$ cat src/rtl/shared_buffer_vc_list_ctrl_if.sv
// Port bundle between the shared-buffer VC list controller and its user/tracker side.
// master: drives requests and tracker status; slave: the list controller itself.
interface shared_buffer_vc_list_ctrl_if #(
  parameter int unsigned memory_bank_depth = 32,
  parameter int unsigned num_vcs           = 4,
  parameter int unsigned flit_data_width   = 64
);
  localparam int unsigned addr_w = $clog2(memory_bank_depth);
  localparam int unsigned vc_w   = (num_vcs > 1) ? $clog2(num_vcs) : 1;
  localparam int unsigned cnt_w  = addr_w + 1;

  logic                       wr_valid;
  logic [vc_w-1:0]            wr_vc;
  logic [flit_data_width-1:0] wr_data;
  logic                       wr_ready;
  logic                       rd_valid;
  logic [vc_w-1:0]            rd_vc;
  logic [flit_data_width-1:0] rd_data;
  logic                       rd_data_valid;
  logic [num_vcs-1:0]         vc_empty;
  logic [num_vcs*cnt_w-1:0]   vc_count;
  logic [addr_w-1:0]          available_flit_addr;
  logic                       tracker_empty;
  logic                       allocate_addr;
  logic                       reclaim_addr;
  logic [addr_w-1:0]          freed_flit_addr;
  logic                       err_flag;

  modport master (
    output wr_valid, wr_vc, wr_data, rd_valid, rd_vc, available_flit_addr, tracker_empty,
    input  wr_ready, rd_data, rd_data_valid, vc_empty, vc_count, allocate_addr, reclaim_addr,
           freed_flit_addr, err_flag
  );

  modport slave (
    input  wr_valid, wr_vc, wr_data, rd_valid, rd_vc, available_flit_addr, tracker_empty,
    output wr_ready, rd_data, rd_data_valid, vc_empty, vc_count, allocate_addr, reclaim_addr,
           freed_flit_addr, err_flag
  );
endinterface

$ cat src/rtl/shared_buffer_vc_list_ctrl.sv
// Per-VC linked lists over a shared flit bank; addresses come from / return to a free tracker.
// Optional sticky protocol checker enabled by defining SHARED_BUF_ERR_CHK_EN.
module shared_buffer_vc_list_ctrl #(
  parameter int unsigned memory_bank_depth = 32,
  parameter int unsigned num_vcs           = 4,
  parameter int unsigned flit_data_width   = 64
) (
  input logic                         clk,
  input logic                         reset,
  shared_buffer_vc_list_ctrl_if.slave bus
);
  localparam int unsigned addr_w = $clog2(memory_bank_depth);
  localparam int unsigned vc_w   = (num_vcs > 1) ? $clog2(num_vcs) : 1;
  localparam int unsigned cnt_w  = addr_w + 1;

  logic [flit_data_width-1:0] mem      [memory_bank_depth];
  logic [addr_w-1:0]          next_ptr [memory_bank_depth];
  logic [addr_w-1:0]          head_q   [num_vcs];
  logic [addr_w-1:0]          tail_q   [num_vcs];
  logic [cnt_w-1:0]           count_q  [num_vcs];
  logic [cnt_w-1:0]           count_d  [num_vcs];
  logic [flit_data_width-1:0] rd_data_q;
  logic                       rd_data_valid_q;

  logic              rd_fire, wr_fire, wr_ready, handoff, wr_new_head;
  logic [addr_w-1:0] wr_addr, rd_head;

  always_comb begin
    wr_addr  = bus.available_flit_addr;
    rd_head  = head_q[bus.rd_vc];
    rd_fire  = bus.rd_valid && (count_q[bus.rd_vc] != '0);
    wr_ready = !bus.tracker_empty || rd_fire;
    wr_fire  = bus.wr_valid && wr_ready;
    // Last flit of a VC leaves while a new one arrives: the new flit becomes head and tail.
    handoff  = rd_fire && (bus.rd_vc == bus.wr_vc) && (count_q[bus.wr_vc] == cnt_w'(1));
    wr_new_head = (count_q[bus.wr_vc] == '0) || handoff;
  end

  always_comb begin
    for (int v = 0; v < num_vcs; v++) begin
      count_d[v] = count_q[v];
      if (wr_fire && (bus.wr_vc == vc_w'(v))) count_d[v] = count_d[v] + cnt_w'(1);
      if (rd_fire && (bus.rd_vc == vc_w'(v))) count_d[v] = count_d[v] - cnt_w'(1);
    end
  end

  always_comb begin
    bus.wr_ready        = wr_ready;
    bus.allocate_addr   = wr_fire && !reset;
    bus.reclaim_addr    = rd_fire && !reset;
    bus.freed_flit_addr = rd_head;
    bus.rd_data         = rd_data_q;
    bus.rd_data_valid   = rd_data_valid_q;
    bus.vc_empty        = '0;
    bus.vc_count        = '0;
    for (int v = 0; v < num_vcs; v++) begin
      bus.vc_empty[v]                 = (count_q[v] == '0);
      bus.vc_count[v*cnt_w +: cnt_w]  = count_q[v];
    end
  end

  // Storage arrays are never reset; stale contents are unreachable once counts clear.
  always_ff @(posedge clk) begin
    if (wr_fire) begin
      mem[wr_addr] <= bus.wr_data;
      if (!wr_new_head) next_ptr[tail_q[bus.wr_vc]] <= wr_addr;
    end
  end

  always_ff @(posedge clk) begin
    if (reset) begin
      rd_data_q       <= '0;
      rd_data_valid_q <= 1'b0;
      for (int v = 0; v < num_vcs; v++) count_q[v] <= '0;
    end else begin
      rd_data_valid_q <= rd_fire;
      if (rd_fire) begin
        rd_data_q            <= mem[rd_head];
        head_q[bus.rd_vc]    <= next_ptr[rd_head];
      end
      // Placed after the read update so a handoff overrides the head advance.
      if (wr_fire) begin
        tail_q[bus.wr_vc] <= wr_addr;
        if (wr_new_head) head_q[bus.wr_vc] <= wr_addr;
      end
      for (int v = 0; v < num_vcs; v++) count_q[v] <= count_d[v];
    end
  end

`ifdef SHARED_BUF_ERR_CHK_EN
  logic        err_q;
  logic [31:0] count_sum;

  always_comb begin
    count_sum = '0;
    for (int v = 0; v < num_vcs; v++) count_sum = count_sum + 32'(count_q[v]);
  end

  always_ff @(posedge clk) begin
    if (reset) begin
      err_q <= 1'b0;
    end else if ((bus.rd_valid && !rd_fire) || (bus.wr_valid && !wr_ready) ||
                 (count_sum > 32'(memory_bank_depth))) begin
      err_q <= 1'b1;
    end
  end

  assign bus.err_flag = err_q;
`else
  assign bus.err_flag = 1'b0;
`endif

endmodule

$ cat src/flat_wrapper.sv
// flat-port wrapper written by rule: the top's interface ports become plain ports
module shared_buffer_vc_list_ctrl_flat 
#(
  parameter int unsigned memory_bank_depth = 32,
  parameter int unsigned num_vcs           = 4,
  parameter int unsigned flit_data_width   = 64
)
  (clk, reset, bus_wr_valid, bus_wr_vc, bus_wr_data, bus_rd_valid, bus_rd_vc, bus_available_flit_addr, bus_tracker_empty, bus_wr_ready, bus_rd_data, bus_rd_data_valid, bus_vc_empty, bus_vc_count, bus_allocate_addr, bus_reclaim_addr, bus_freed_flit_addr, bus_err_flag);
  shared_buffer_vc_list_ctrl_if #(.memory_bank_depth(memory_bank_depth), .num_vcs(num_vcs), .flit_data_width(flit_data_width)) bus_i ();
  input logic clk;
  input logic reset;
  input wire logic [$bits(bus_i.wr_valid)-1:0] bus_wr_valid;
  input wire logic [$bits(bus_i.wr_vc)-1:0] bus_wr_vc;
  input wire logic [$bits(bus_i.wr_data)-1:0] bus_wr_data;
  input wire logic [$bits(bus_i.rd_valid)-1:0] bus_rd_valid;
  input wire logic [$bits(bus_i.rd_vc)-1:0] bus_rd_vc;
  input wire logic [$bits(bus_i.available_flit_addr)-1:0] bus_available_flit_addr;
  input wire logic [$bits(bus_i.tracker_empty)-1:0] bus_tracker_empty;
  output wire logic [$bits(bus_i.wr_ready)-1:0] bus_wr_ready;
  output wire logic [$bits(bus_i.rd_data)-1:0] bus_rd_data;
  output wire logic [$bits(bus_i.rd_data_valid)-1:0] bus_rd_data_valid;
  output wire logic [$bits(bus_i.vc_empty)-1:0] bus_vc_empty;
  output wire logic [$bits(bus_i.vc_count)-1:0] bus_vc_count;
  output wire logic [$bits(bus_i.allocate_addr)-1:0] bus_allocate_addr;
  output wire logic [$bits(bus_i.reclaim_addr)-1:0] bus_reclaim_addr;
  output wire logic [$bits(bus_i.freed_flit_addr)-1:0] bus_freed_flit_addr;
  output wire logic [$bits(bus_i.err_flag)-1:0] bus_err_flag;
  assign bus_i.wr_valid = bus_wr_valid;
  assign bus_i.wr_vc = bus_wr_vc;
  assign bus_i.wr_data = bus_wr_data;
  assign bus_i.rd_valid = bus_rd_valid;
  assign bus_i.rd_vc = bus_rd_vc;
  assign bus_i.available_flit_addr = bus_available_flit_addr;
  assign bus_i.tracker_empty = bus_tracker_empty;
  assign bus_wr_ready = bus_i.wr_ready;
  assign bus_rd_data = bus_i.rd_data;
  assign bus_rd_data_valid = bus_i.rd_data_valid;
  assign bus_vc_empty = bus_i.vc_empty;
  assign bus_vc_count = bus_i.vc_count;
  assign bus_allocate_addr = bus_i.allocate_addr;
  assign bus_reclaim_addr = bus_i.reclaim_addr;
  assign bus_freed_flit_addr = bus_i.freed_flit_addr;
  assign bus_err_flag = bus_i.err_flag;
  shared_buffer_vc_list_ctrl #(.memory_bank_depth(memory_bank_depth), .num_vcs(num_vcs), .flit_data_width(flit_data_width)) u_core (.clk(clk), .reset(reset), .bus(bus_i));
endmodule
$ cat config.mk
export PLATFORM = sky130hd
export DESIGN_NAME = shared_buffer_vc_list_ctrl_flat
export DESIGN_NICKNAME = d
export VERILOG_FILES = /design/src/rtl/shared_buffer_vc_list_ctrl_if.sv /design/src/rtl/shared_buffer_vc_list_ctrl.sv /design/src/flat_wrapper.sv
export SDC_FILE = /design/constraint.sdc
export NUM_CORES = 2
export LEC_CHECK = 0
export ABC_AREA = 1
export BUFFER_PORTS_ARGS = -buffer_cell sky130_fd_sc_hd__buf_2
export CAP_MARGIN = 10
export CORE_MARGIN = 2
export CORE_UTILIZATION = 40
export DETAILED_ROUTE_END_ITERATION = 16
export PLACE_DENSITY = 0.53
export SLEW_MARGIN = 20
export SYNTH_ARGS = -nofsm -noshare
export SYNTH_HDL_FRONTEND = slang
export SYNTH_SLANG_ARGS = --single-unit
$ cat constraint.sdc
create_clock -name clk -period 11.3 [get_ports clk]
set_clock_uncertainty 0.15 [all_clocks]
set_input_delay 2.26 -clock clk [delete_from_list [all_inputs] [get_ports clk]]
set_output_delay 2.26 -clock clk [all_outputs]
set_load 0.02 [all_outputs]
# Yosys cells after proc, flatten, opt, wreduce, memory -nomap -nowiden

Memories as Yosys holds them, arrays and structs flattened. A register that Yosys moved wholly into a read port is not among the register bits.
Index checks and enable logic that the tools add are counted.
W data, S select, Z words.

Add/subtract/negate cells: 8
Multiply operators: 0
Divide/modulo/power cells: 0
Order comparisons: 0
Eq/ne operators: 8
Shift-type cells: 0
Multiplexer cells: 29
Bitwise gates (word level): 4
Reduce and logical (&&, ||, !) cells: 26

Operator list:

| cell                  | count |
|---|---|
| $mux W6               | 12 |
| $logic_not A6 Y1      | 5 |
| $add A6 B1 Y6 const B | 4 |
| $sub A6 B1 Y6 const B | 4 |
| $mux W1               | 17 |
| $logic_and A1 B1 Y1   | 14 |
| $eq A2 B2 Y1 const B  | 4 |
| $eq A6 B1 Y1 const B  | 1 |
| $reduce_bool A6 Y1    | 1 |
| $eq A2 B1 Y1 const B  | 2 |
| $logic_not A2 Y1      | 2 |
| $or A1 B1 Y1          | 4 |
| $eq A2 B2 Y1          | 1 |
| $logic_not A1 Y1      | 2 |
| $logic_or A1 B1 Y1    | 2 |

Flip-flop bits (word level): 1
Latch bits: 0
Memory bits (writable): 2272
Memory bits (read-only): 0
Bits of input ports: 78
Word-level logic and storage cells: 81
Memories kept: 5

Memories:

| name            | words | bits a word | rd ports | clocked after Yosys merged registers in | wr ports | RTL line                         | RTL |
|---|---|---|---|---|---|---|---|
| u_core.mem      | 32    | 64          | 1        | 1                                       | 1        | shared_buffer_vc_list_ctrl.sv:16 | `logic [flit_data_width-1:0] mem [memory_bank_depth];` |
| u_core.next_ptr | 32    | 5           | 1        | 0                                       | 1        | shared_buffer_vc_list_ctrl.sv:17 | `logic [addr_w-1:0] next_ptr [memory_bank_depth];` |
| u_core.count_q  | 4     | 6           | 6        | 0                                       | 4        | shared_buffer_vc_list_ctrl.sv:20 | `logic [cnt_w-1:0] count_q [num_vcs];` |
| u_core.head_q   | 4     | 5           | 1        | 0                                       | 2        | shared_buffer_vc_list_ctrl.sv:18 | `logic [addr_w-1:0] head_q [num_vcs];` |
| u_core.tail_q   | 4     | 5           | 1        | 0                                       | 1        | shared_buffer_vc_list_ctrl.sv:19 | `logic [addr_w-1:0] tail_q [num_vcs];` |

# Logic depth before layout (Yosys ltp)

An unclocked memory read counts as a cell.

Depth in word-level cells: 10
Gate-level depth with buffers: 18

# Worst setup path before layout

OpenSTA, ideal clock, no wires.

Kind: input -> register
Start: input bus_rd_vc[0]
End: memory u_core.mem[10][0], enable pin
Setup time: 487 ps
Arrival time: 6059 ps
Required time: 10663 ps
Setup slack: 4604 ps
Stages on the path: 8
Path buffers: 1
Path through: nor2_1 > nand2_1 > nand2_1 > o21ai_4 > a21boi_1 > buf_2 > nand3_1 > nor2_1

Cells in the longest elaborated chain, start to end: 7

Ends and longest elaborated chain:

| what                          | RTL line                         | RTL |
|---|---|---|
| start, declared               | flat_wrapper.sv:16               | `input wire logic [$bits(bus_i.rd_vc)-1:0] bus_rd_vc;` |
| $mem_v2 Z4 W6                 | -                                |  |
| $reduce_bool A6 Y1            | shared_buffer_vc_list_ctrl.sv:31 | `rd_fire = bus.rd_valid && (count_q[bus.rd_vc] != '0);` |
| $logic_and A1 B1 Y1           | shared_buffer_vc_list_ctrl.sv:31 |  |
| $logic_or A1 B1 Y1            | shared_buffer_vc_list_ctrl.sv:32 | `wr_ready = !bus.tracker_empty \|\| rd_fire;` |
| $logic_and A1 B1 Y1           | shared_buffer_vc_list_ctrl.sv:33 | `wr_fire = bus.wr_valid && wr_ready;` |
| $mux W1                       | shared_buffer_vc_list_ctrl.sv:64 | `if (wr_fire) begin` |
| $mux W1 (implied by the code) | shared_buffer_vc_list_ctrl.sv:65 | `mem[wr_addr] <= bus.wr_data;` |
| end, declared                 | shared_buffer_vc_list_ctrl.sv:16 |  |

No other way between the ends.

# Worst setup path after layout

Start: input bus_rd_vc[0]
End: output bus_freed_flit_addr[0]

Cells in the longest elaborated chain, start to end: 1

Ends and longest elaborated chain:

| what          | RTL line           | RTL |
|---|---|---|
| $mem_v2 Z4 W5 | -                  |  |
| end, declared | flat_wrapper.sv:26 | `output wire logic [$bits(bus_i.freed_flit_addr)-1:0] bus_freed_flit_addr;` |

No other way between the ends.

==> results <==
- The mean instance size in the synthesized netlist is 11.9 um2.
- Of the available clock period, the critical path in the final layout requires 62.2%.
- The chip width is 495 um.
- The critical setup path kind is in -> out.
- The data arrival time at the worst-slack endpoint is 4.62 ns.
- The summed instance area of the synthesized netlist is 96300 um2.
- The initial antenna violation count is 31.
- The height of the die is 495 um.
- The fraction of the mapped netlist area in compound gates is 6.65%.
- The core outline area is 240000 um2.
- In this run the worst hold path is classified as reg -> reg.
- The synthesized netlist contains 39 unique library cells.
- Post-CTS timing repair inserted 0 buffers for setup.
- The pin count of the biggest net entering global routing is 243.
- Gates resized during post-CTS repair numbered 0.
- The met1 layer usage reported by global route is 32.3%.
- The critical path goes through buf_2 > nor2_1 > a22oi_1 > nand2_8 > buf_12 > buf_2.
- The worst path buffer plus inverter count is 3.
- In the layout the commonest cells are edfxtp_1, nand2_1, nand3_1.
- Global routing consumed, on the met2 layer, 35.9% of the routing resources.
- The per-cell via count in the routed design is 5.39.
- Headroom to the max-slew limit came out at 11.2%.
- The startpoint of the most critical register-to-register path is u_core.count_q[1][2]$_SDFF_PP0_.
- The root buffer cell chosen for the clock tree is clkbuf_16.
- The clock tree from TritonCTS is done.
- The final standard cell utilization of the core is 45.0%.
- The final routed DRC violation total is 0.
- The simple-gate portion of the synthesized area is 15.1%.
- Multiplexer cells account for 0% of the synthesized area.
- The CTS buffer count is 240.
- The actual transition at the worst max-transition pin is 1.33 ns.
- The cell count after synthesis is 8109.
- The run finished with clean final reports.
- The total setup violations reported at the end of the flow is 0.
- The total count of max-transition violations in the final report is 0.
- The placed wire-length estimate is 138 mm.
- The final hold violation count was 0.
- The initial core utilization is 40.1%.
- The detailed router placed 62300 vias in this run.
- In this run the most used layer during global routing was met2.
- The peak fanout along the critical path is 164.
- The worst setup path is captured at an output port.
- The number of filler cells placed in the layout is 21800.
- The share of post-route cells with drive strength above 1 is 8.18%.
- At the worst endpoint, the required time is 8.89 ns.
- In this design, the stage delay of the slowest critical-path cell is 0.56 ns.
- For this design the ratio of total power to cell area is 176 nW/um2.
- The worst hold path begins at u_core.bus.rd_data[58]$_SDFFE_PP0N_.
- Setup repair after global routing left no endpoint under its margin.
- Timing analysis after detailed placement gives a worst setup slack of 3.93 ns.
- The dominant cell type by count on the critical path is buf_2.
- The number of synthesized flops with an enable pin is 2248.
- The pre-antenna-repair detailed-routing pass consisted of 6 iterations.
- Among all stages on the critical path, the largest delay is contributed by buf_12.
- Subtracting the final worst setup slack from the clock period gives 7.03 ns.
- The most used flip-flop cell after synthesis is edfxtp_1.
- After Yosys synthesis, XOR and XNOR cells account for 0.118% of the synthesized area.
- The flop and latch count out of synthesis is 2337.
- The floorplan has 180 rows.
- The sum of negative setup slack is 0 ns.
- The CTS H-tree depth is 4.
- The count of nets left with antenna violations once routing finished came out at 0.
- For this run, the register share of the synthesized area comes to 72.0%.
- By area, the combinational part of the netlist is dominated by simple AND/OR/NAND/NOR gates.
- The static power due to leakage is 0.0392 uW.
- The final-stage net count is 8236.
- In the synthesized netlist the async set-or-reset flop fraction comes to 0%.
- In this run the worst setup path begins at bus_rd_vc[0].
- The wire length of the first global-routing pass is 406 mm.
- The number of clock sinks is 2337.
- The number of nets produced by synthesis is 8199.
- For met3 alone, demand over resource in global routing was 3.48%.
- The die covers 245000 um2.
- The count of boundary I/O pins is 180.
- The area growth from synthesis to layout is 12.2%.
- The least setup slack across all paths after layout is 4.27 ns.
- The number of input and output port buffers inserted is 178.
- The worst-case clock buffer depth is 3.
- The commonest non-fill, non-tap cell in the layout is edfxtp_1.
- For this block, the initial DRC count from the detailed router was 6114.
- The via count of the first global-routing pass is 58600.
- The total routing resource utilization after global routing is 22.4%.
- After detailed routing, the total wire length is 279 mm.
- The clock transition at the registers of the reported paths is 0.06 ns.
- After detailed routing, the average wire length per cell comes to 24.2 um.
- For the worst-skew pair, the clock arrives at the later sink with an insertion delay of 0.90 ns.
- The power after layout is 19000 uW.
- The synthesized netlist devotes 0.156% of its cell area to adder and majority cells.
- The largest vdd supply drop is 0.000136 V.
- Routability-driven placement finished with a final weighted congestion of 0.789.
- The worst setup path is launched from an input pin.
- The highest achievable clock rate is 0.142 GHz.
- During synthesis, Yosys emitted a total of 0 warnings.
- Broken down by cell family, the worst path's largest delay share belongs to buffers and inverters.
- Global routing finished with a remaining overflow of 0.
- For this design, the CTS-stage hold fixing added 0 buffers.
- The tool flagged a number of max-cap violations equal to 0.
where the power goes:
part / switching (uW) / total (uW) / internal (uW) / leakage [uW]
logic: 1260 / 1700 / 431 / 0.0145
clock network: 3410 / 7720 / 4310 / 0.00370
registers: 45.2 / 9620 / 9580 / 0.0210
through the flow:
| step | std cells | hold WS [ns] | cell area (um2) |
|---|---|---|---|
| 4_1_cts | 11500 | 0.398 | 108000 |
| 5_1_grt | 11500 | 0.414 | 108000 |
| 3_5_place_dp | 11100 | 0.369 | 100000 |
| 6_report | 11500 | 0.389 | 108000 |
| 3_3_place_gp | 11100 | 0.369 | 100000 |
| 2_1_floorplan | 8109 | 0.457 | 96300 |
synthesized netlist by cell type, drive strengths merged (7+ instances only):
cell | n | area [um2]
nor3 | 7 | 35.0
inv | 944 | 3540
buf | 302 | 1470
nand3 | 1328 | 6670
o21ai | 88 | 455
nand4 | 13 | 81.3
nand2 | 1796 | 6750
a21oi | 46 | 234
a22oi | 13 | 97.6
xor2 | 8 | 70.1
ha | 12 | 150
dfxtp | 89 | 1780
o211ai | 738 | 5540
edfxtp | 2248 | 67500
nor2 | 251 | 947
clkbuf | 203 | 762
flip-flops by register name (all words and copies together), names as in the netlist:
register,flops
u_core.bus.rd_data,64
u_core.bus.rd_data_valid,1
u_core.count_q,24
u_core.head_q,20
u_core.mem,2048
u_core.next_ptr,160
u_core.tail_q,20
path summary, 6_finish.rpt:
kind	end	slack, ns	cells after the start
max reg2reg	u_core.mem[22][26]$_DFFE_PP_	6.10	11
max	bus_freed_flit_addr[0]	4.27	6
min reg2reg	u_core.bus.rd_data[58]$_SDFFE_PP0N_	0.39	2
min	u_core.bus.rd_data[58]$_SDFFE_PP0N_	0.39	2
final cells by class:
type / instances / area (um2) / area share, %
sequential: 2337 / 69300 / 64.1
multi-input combinational: 4322 / 21500 / 19.9
clock buffer: 346 / 6570 / 6.08
tap: 3185 / 3990 / 3.69
inverter: 945 / 3590 / 3.32
timing repair buffer: 300 / 1960 / 1.82
clock inverter: 104 / 1120 / 1.04
antenna: 10 / 25.0 / 0.0232
layer usage:
metal,vias up,share of wire (%)
li1,28700,-
met1,31200,45
met2,2038,47
met3,384,6.4
met4,24,1.9
met5,-,0.052
kinds of logic (layout without fill, tap and decap cells):
logic type / after synthesis / count (layout)
AND/OR/NAND/NOR: 3404 / 3404
adder cells (fa/ha/maj): 12 / 12
XOR/XNOR: 13 / 13
flip-flops: 2337 / 2337
buffers and inverters: 1450 / 1695
other: 1 / 11
AO/OA/AOI/OAI: 892 / 892
worst min-delay path, stage by stage (launching register included):
cell and delay (ns):
dfxtp_1 0.32, o21ai_0 0.08, a21oi_1 0.11
Note: power is estimated with default switching activity, not from simulation.
